[src/rtl/bankr_write_arbiter.sv]
// bankr_write_arbiter
// Round-robin arbiter that shares the register bank's single write port between
// the ALU writeback (A) and the memory-load writeback (B). A winning request is
// captured in one registered output stage that drives Rw/Dir/DIn. Busy flags
// tell decode when a read address has a write waiting or in flight. Writes to
// register 0 are accepted but never reach the bank.
module bankr_write_arbiter #(
    parameter int DW = 32,
    parameter int AW = 5,
    parameter int CW = 16
) (
    input  logic          CLK,
    input  logic          RST,
    input  logic          A_valid,
    input  logic [AW-1:0] A_dir,
    input  logic [DW-1:0] A_data,
    output logic          A_ready,
    input  logic          B_valid,
    input  logic [AW-1:0] B_dir,
    input  logic [DW-1:0] B_data,
    output logic          B_ready,
    input  logic [AW-1:0] Rd1,
    input  logic [AW-1:0] Rd2,
    output logic          Busy1,
    output logic          Busy2,
    output logic          Rw,
    output logic [AW-1:0] Dir,
    output logic [DW-1:0] DIn,
    output logic [CW-1:0] WrCount
);

    // Which requester won the most recent transfer.
    typedef enum logic {
        LAST_A = 1'b0,
        LAST_B = 1'b1
    } last_t;

    last_t         last_r;
    last_t         last_nxt_s;
    logic          grant_a_s;
    logic          grant_b_s;
    logic          a_ready_s;
    logic          b_ready_s;
    logic          xfer_s;
    logic [AW-1:0] xfer_dir_s;
    logic [DW-1:0] xfer_data_s;
    logic          rw_r;
    logic [AW-1:0] dir_r;
    logic [DW-1:0] din_r;
    logic [CW-1:0] wr_count_r;

    // A read address is busy when it is nonzero and matches the registered
    // write or any write currently being offered by a requester.
    function automatic logic addr_busy(
        input logic [AW-1:0] rd,
        input logic          rw,
        input logic [AW-1:0] dir,
        input logic          av,
        input logic [AW-1:0] ad,
        input logic          bv,
        input logic [AW-1:0] bd
    );
        logic hit;
        hit = (rw && (dir == rd)) || (av && (ad == rd)) || (bv && (bd == rd));
        return (rd != {AW{1'b0}}) && hit;
    endfunction

    // Round-robin grant: a lone requester always wins, contention goes to the
    // requester that did not win last time.
    always_comb begin
        grant_a_s = 1'b0;
        grant_b_s = 1'b0;
        if (A_valid && B_valid) begin
            if (last_r == LAST_B) begin
                grant_a_s = 1'b1;
            end else begin
                grant_b_s = 1'b1;
            end
        end else if (A_valid) begin
            grant_a_s = 1'b1;
        end else if (B_valid) begin
            grant_b_s = 1'b1;
        end else begin
            grant_a_s = 1'b0;
            grant_b_s = 1'b0;
        end
    end

    // Nothing is accepted while reset is held, so requesters keep their data.
    assign a_ready_s   = A_valid && grant_a_s && !RST;
    assign b_ready_s   = B_valid && grant_b_s && !RST;
    assign xfer_s      = a_ready_s || b_ready_s;
    assign xfer_dir_s  = a_ready_s ? A_dir  : B_dir;
    assign xfer_data_s = a_ready_s ? A_data : B_data;

    // Next value of the round-robin pointer; it only moves on a transfer.
    always_comb begin
        last_nxt_s = last_r;
        if (a_ready_s) begin
            last_nxt_s = LAST_A;
        end else if (b_ready_s) begin
            last_nxt_s = LAST_B;
        end else begin
            last_nxt_s = last_r;
        end
    end

    // Round-robin pointer register; reset favours A on the first contention.
    always_ff @(posedge CLK) begin
        if (RST) begin
            last_r <= LAST_B;
        end else begin
            last_r <= last_nxt_s;
        end
    end

    // Output stage: capture the accepted write; register 0 is never enabled
    // and never counted. Dir/DIn hold when idle.
    always_ff @(posedge CLK) begin
        if (RST) begin
            rw_r       <= 1'b0;
            dir_r      <= {AW{1'b0}};
            din_r      <= {DW{1'b0}};
            wr_count_r <= {CW{1'b0}};
        end else if (xfer_s) begin
            rw_r  <= (xfer_dir_s != {AW{1'b0}});
            dir_r <= xfer_dir_s;
            din_r <= xfer_data_s;
            if ((xfer_dir_s != {AW{1'b0}}) && (wr_count_r != {CW{1'b1}})) begin
                wr_count_r <= wr_count_r + {{(CW-1){1'b0}}, 1'b1};
            end else begin
                wr_count_r <= wr_count_r;
            end
        end else begin
            rw_r       <= 1'b0;
            dir_r      <= dir_r;
            din_r      <= din_r;
            wr_count_r <= wr_count_r;
        end
    end

    assign A_ready = a_ready_s;
    assign B_ready = b_ready_s;
    assign Rw      = rw_r;
    assign Dir     = dir_r;
    assign DIn     = din_r;
    assign WrCount = wr_count_r;

    assign Busy1 = addr_busy(Rd1, rw_r, dir_r, A_valid, A_dir, B_valid, B_dir);
    assign Busy2 = addr_busy(Rd2, rw_r, dir_r, A_valid, A_dir, B_valid, B_dir);

endmodule

[config.mk]
export PLATFORM = sky130hd
export DESIGN_NAME = bankr_write_arbiter
export DESIGN_NICKNAME = d
export VERILOG_FILES = /design/src/rtl/bankr_write_arbiter.sv
export SDC_FILE = /design/constraint.sdc
export NUM_CORES = 1
export LEC_CHECK = 0
export CAP_MARGIN = 20
export CORE_UTILIZATION = 41
export CTS_BUF_LIST = sky130_fd_sc_hd__clkbuf_2 sky130_fd_sc_hd__clkbuf_4 sky130_fd_sc_hd__clkbuf_8
export CTS_CLUSTER_SIZE = 14
export DETAILED_ROUTE_END_ITERATION = 10
export GPL_TIMING_DRIVEN = 0
export PLACE_DENSITY = 0.85
export SYNTH_ARGS = -nofsm -noshare
export SYNTH_HDL_FRONTEND = slang
export SYNTH_SLANG_ARGS = --single-unit
[constraint.sdc]
create_clock -name CLK -period 2 [get_ports CLK]
set_input_delay 0.2 -clock CLK [delete_from_list [all_inputs] [get_ports CLK]]
set_output_delay 0.2 -clock CLK [all_outputs]
set_load 0.02 [all_outputs]
==> results of run 1 <==
-- final cells by class --
class	count	area, um2
Clock buffer	8	104
Fill cell	595	2190
Timing Repair Buffer	147	1460
Multi-Input combinational cell	287	1690
Buffer	26	124
Inverter	3	11.3
Tap cell	96	120
Sequential cell	55	1100
-- cells in the final DEF, fill, tap and decap left out, types with 6 or more instances in the layout --
master | Yosys | layout
a311oi_1 | 37 | 37
nor2_1 | 44 | 43
dfxtp_1 | 55 | 54
nor4_1 | 10 | 8
xor2_1 | 24 | 24
clkbuf_8 | 0 | 7
o21ai_0 | 10 | 9
a21oi_1 | 14 | 14
nand3_1 | 12 | 12
xnor2_1 | 6 | 6
clkdlybuf4s50_1 | 0 | 122
or4_1 | 6 | 6
or3_1 | 9 | 9
clkbuf_1 | 18 | 14
nand2_1 | 82 | 82
dlygate4sd2_1 | 0 | 15
-- sequential cells by signal (all words and copies together), names as in the netlist --
register and flops:
WrCount 16, Rw 1, Dir 5, last_r 1
DIn 32
-- through the flow --
step                      util (%)  setup WS (ns)  hold WS, ns  std cells  TNS [ns]
final                         67.8         0.0593        0.299        622         0
after global routing          67.8       -0.00380        0.312        622  -0.00754
after CTS                     66.7        0.00131        0.303        619         0
after detailed placement      65.5         -0.448        0.493        611    -15.71
after global placement        65.5         -0.446        0.478        611    -14.23
after floorplan                  -         0.0633        0.332        371         0
-- routing by layer --
layer / share of wire (%) / vias to the layer above / GRT usage [%]
li1: - / 1651 / -
met1: 40 / 1598 / 29.6
met2: 50 / 140 / 44.9
met3: 7.7 / 14 / 7.70
met4: 1.6 / 0 / 6.21
met5: 0 / - / 0
-- report_power, final --
group | internal (mW) | switching (mW) | total [mW]
clock | 0.331 | 0.343 | 0.674
combinational | 0.362 | 0.354 | 0.717
sequential | 1.16 | 0.0462 | 1.21
-- kinds of logic (layout without fill, tap and decap cells) --
logic type	after synthesis	in the layout
and+or+nand+nor	180	180
AOI/OAI and AO/OA	75	75
DFF	55	55
xor gates and xnor gates	30	30
buffers and inverters	29	184
adders and majority gates	1	1
muxes	1	1
-- critical path, stage by stage, from the launching register on --
cell and delay, ns:
dfxtp_1 0.33, nand2b_2 0.20, and4b_1 0.21, or3_1 0.36, buf_6 0.15, buf_6 0.14
o311ai_0 0.30, o31ai_1 0.13
-- what timing repair did --
action | 4_1_cts | 5_1_grt
setup buffers | 0 | 3
gates resized for setup | 24 | 21
endpoints found under the setup margin | 18 | 46
pin swaps | 0 | 1
-- worst max-delay path by stage --
stage / from / end / cells after the start
6_report: last_r / WrCount[6] / 7
5_1_grt: WrCount[0] / WrCount[12] / 6
4_1_cts: B_dir[1] / WrCount[4] / 8
3_5_place_dp: A_valid / A_ready / 6
3_3_place_gp: A_valid / A_ready / 6
2_1_floorplan: WrCount[0] / WrCount[12] / 6
==> flow_summary.ini, run 1 <==
[floorplanning]
rows = 30
die-height_um = 85.9
core_um2 = 6790
die_w_um = 85.9
io_pins = 146
die_area_um2 = 7380
start_util_pct = 42.5

[route]
ant_nets = 0
drc = 0
routed_via_density = 5.47
post_drt_wl_per_cell_um = 15.0
vias = 3403
drt_iter0_markers = 177
wirelength_um = 9350
firstDrtPassIters = 4

[cells_and_area]
drive_above_1_share_pct = 6.27
fin_area_um2 = 4600
area_growth_pct = 59.6
num_antenna_cells = 0
num-nets-final = 614

[global_route]
grt_usage_pct = 25.3
grt_overflow = 0
grt_pass1_wl_um = 15000
grt_max_degree = 16
grt_pass1_vias = 3288
antenna_found_initial = 0

[clock_tree]
clock_sinks = 55
clk-insertion-delay-late_ns = 0.29
cts_buffers = 5
root_buffer = clkbuf_8
clock_path_buffers = 2
cts_tree = done
htreeDepth = 2
clk_pin_slew_worst_paths_ns = 0.10
cts_hold_buf = 0

[timing]
hold_viol_final = 0
finalSetupViolCount = 0
maxSlewViolCount = 0
worstMarginPinSlew_ns = 0.511
max-slew-margin-rel_pct = 65.9
finalCriticalPeriod_ns = 1.94
fmax_ghz = 0.515
post-route-period-util_pct = 97.0
fin_skew_ns = 0.00559

[logic_synthesis]
ys_warn_count = 0
ys.flop_type = dfxtp_1
synthArstFlopShare_pct = 0
synth-edff-count = 0
post-synth-top-area-cell = dfxtp_1
postSynthAreaPerCell_um2 = 7.78
syn_nets = 460
synthAdderAreaFrac_pct = 0.434
synth_compound_area_share_pct = 19.2
yosys.area.top_type_share_pct = 38.2
yosys.area_share.simple_pct = 28.2
synthTopCellsByArea = dfxtp_1, a311oi_1, nand2_1, xor2_1, nor2_1
synth_area_um2 = 2890
synthCells = 371
synth_common_cells = nand2_1, dfxtp_1, nor2_1
synth_mux_area_share_pct = 0.347
yosysSeqAreaShare_pct = 38.2
synth_top_family_by_area = simple AND/OR/NAND/NOR gates
synth_xor_area_share_pct = 9.11
synth.distinct_cells = 36
synth_most_common_cell = nand2_1
synth-seq-cells = 55

[placement]
postPlaceCellArea_um2 = 4450
gp_congestion = 0.864
dpl.hpwl_um = 7220
portBuffers = 144

[critical_path]
end_kind = flop
cp-start-kind = flop
r2r-end = WrCount[6]
r2r_slack_ns = 0.06
worst-r2r-cell-count = 7
critPathKind = flop to flop
path_max_fanout = 10
crit_required_ns = 2.17
arrival_ns = 2.11
r2r-start = last_r

[power]
ir_worst_vdd_mv = 0.344
leakagePower_nw = 1.76
power_density_nw_per_um2 = 564
fin_total_pwr_mw = 2.60

[min_path]
hp-start = RST
min-delay-path-class = input port to flop
holdPathStages = 3
min_to = WrCount[10]

[job]
maxCapViolations = 0

[outcome]
status = complete, no violations
No activity file was read; power rests on OpenSTA's default activity.
==> run 2, diff against run 1 <==
- CTS_CLUSTER_DIAMETER: unset -> 60
==> results of run 2 <==
No change in the layout: final DEF, timing and power equal those of run 1.
==> run 3, diff against run 2 <==
- CTS_CLUSTER_DIAMETER: 60 -> 40
- GPL_TIMING_DRIVEN: 0 -> unset
==> run 3 against run 2 <==
First-iteration DRC count decreased by 40%. Sequential power about the same. Utilization increased by 2.9 points. Global-route usage increased by 0.19 points. Power decreased by 0.43%.
==> flow_summary.ini, run 3 (synthesized netlist as in run 1, its figures left out) <==
[clock_tree]
clk_pin_slew_worst_paths_ns = 0.10
cts_buffers = 5
clock_sinks = 55
root_buffer = clkbuf_8
clk-insertion-delay-late_ns = 0.30
clock_path_buffers = 2
htreeDepth = 2
cts_tree = done

[route]
wirelength_um = 9410
drc = 0
routed_via_density = 5.38
ant_nets = 0
post_drt_wl_per_cell_um = 14.8
drt_iter0_markers = 107
firstDrtPassIters = 4
vias = 3419

[cells_and_area]
area_growth_pct = 66.4
final_common_cell = clkdlybuf4s50_1
largest_reg_flops = 32
fin_area_um2 = 4800
multiInputGateArea_um2 = 1700
final_cell_mix = clkdlybuf4s50_1, nand2_1, dfxtp_1
num-nets-final = 628
num_antenna_cells = 0
drive_above_1_share_pct = 12.2
fin_util_pct = 70.7
final-seq-area_um2 = 1100
fillers = 562

[timing]
fin_skew_ns = 0.00463
hold_ws_ns = 0.280
post-route-period-util_pct = 96.0
fmax_ghz = 0.521
setup_slack_ns = 0.0801
maxSlewViolCount = 0
hold_viol_final = 0
finalSetupViolCount = 0
worstMarginPinSlew_ns = 0.389
max-slew-margin-rel_pct = 74.1
finalCriticalPeriod_ns = 1.92

[placement]
portBuffers = 145
pre_cts_ws_ns = -0.462
dpl.hpwl_um = 7080
postPlaceCellArea_um2 = 4660
gp_congestion = 0.954

[floorplanning]
io_pins = 146
core_um2 = 6790
die_area_um2 = 7380
die-height_um = 85.9
rows = 30
die_w_um = 85.9
start_util_pct = 42.5

[power]
fin_total_pwr_mw = 2.59
ir_worst_vdd_mv = 0.360
power_density_nw_per_um2 = 538
leakagePower_nw = 1.88

[global_route]
met2_usage_pct = 44.0
busiest_layer = met2
grt_pass1_vias = 3246
grt_pass1_wl_um = 15100
grt_overflow = 0
use_met3_pct = 7.89
grt_max_degree = 39
grt_usage_pct = 25.5
antenna_found_initial = 0
grt_use_met1_pct = 30.3

[critical_path]
end_kind = flop
cp-start-kind = flop
arrival_ns = 2.10
path_max_fanout = 13
critPathKind = flop to flop
crit_required_ns = 2.18

[min_path]
min-delay-path-class = input port to flop

[outcome]
status = complete, no violations

[job]
maxCapViolations = 0
[run 3: cell types whose count changed in the layout (fill, tap and decap cells not counted), moves of 3 or more]
cell / delta
buf_1: -3
clkbuf_1: -14
clkdlybuf4s50_1: +8
dlygate4sd2_1: -8
clkbuf_2: -4
buf_4: +35
[run 3: final timing paths]
check / startpoint / end / slack [ns] / cells after the start
min: A_dir[0] / Dir[0] / 0.28 / 3
max: last_r / WrCount[7] / 0.08 / 6
max reg2reg: last_r / WrCount[7] / 0.08 / 6
min reg2reg: DIn[17] / DIn[17] / 0.50 / 2
[run 3: worst max-delay path: stages (launching register included)]
cell      delay, ns
dfxtp_1        0.33
nand2b_2       0.18
and4b_1        0.22
or3_4          0.42
buf_4          0.19
o311ai_0       0.32
o41ai_1        0.13
[run 3: repair_timing]
item                                    4_1_cts  5_1_grt
gates cloned                                  0        0
endpoints found under the setup margin       19       13
buffers inserted                              0        3
pin swaps                                     0        1
hold buffers                                  0        0
resized for setup                            16       14
[run 3: area by class of cell]
| cell class | count | share of cell area (%) |
|---|---|---|
| Clock buffer | 6 | 1.59 |
| Clock inverter | 2 | 0.261 |
| Inverter | 3 | 0.234 |
| Multi-Input combinational cell | 287 | 35.4 |
| Sequential cell | 55 | 23.0 |
| Tap cell | 96 | 2.50 |
| Timing Repair Buffer | 187 | 37.1 |
[run 3: metrics by stage]
stage	TNS, ns	instances
2_1_floorplan	0	371
3_3_place_gp	-6.64	625
3_5_place_dp	-7.52	625
4_1_cts	0	633
5_1_grt	-0.0307	636
6_report	0	636
[run 3: per-layer routing]
layer  up-vias  routed length, um
met5         -                  0
met4         0                144
met3        14                658
met2       123               4700
met1      1606               3910
li1       1676                  -
[run 3: power breakdown]
part	internal, mW	switching [mW]	total (mW)
Sequential	1.16	0.0452	1.21
Combinational	0.404	0.357	0.762
Clock	0.259	0.359	0.619
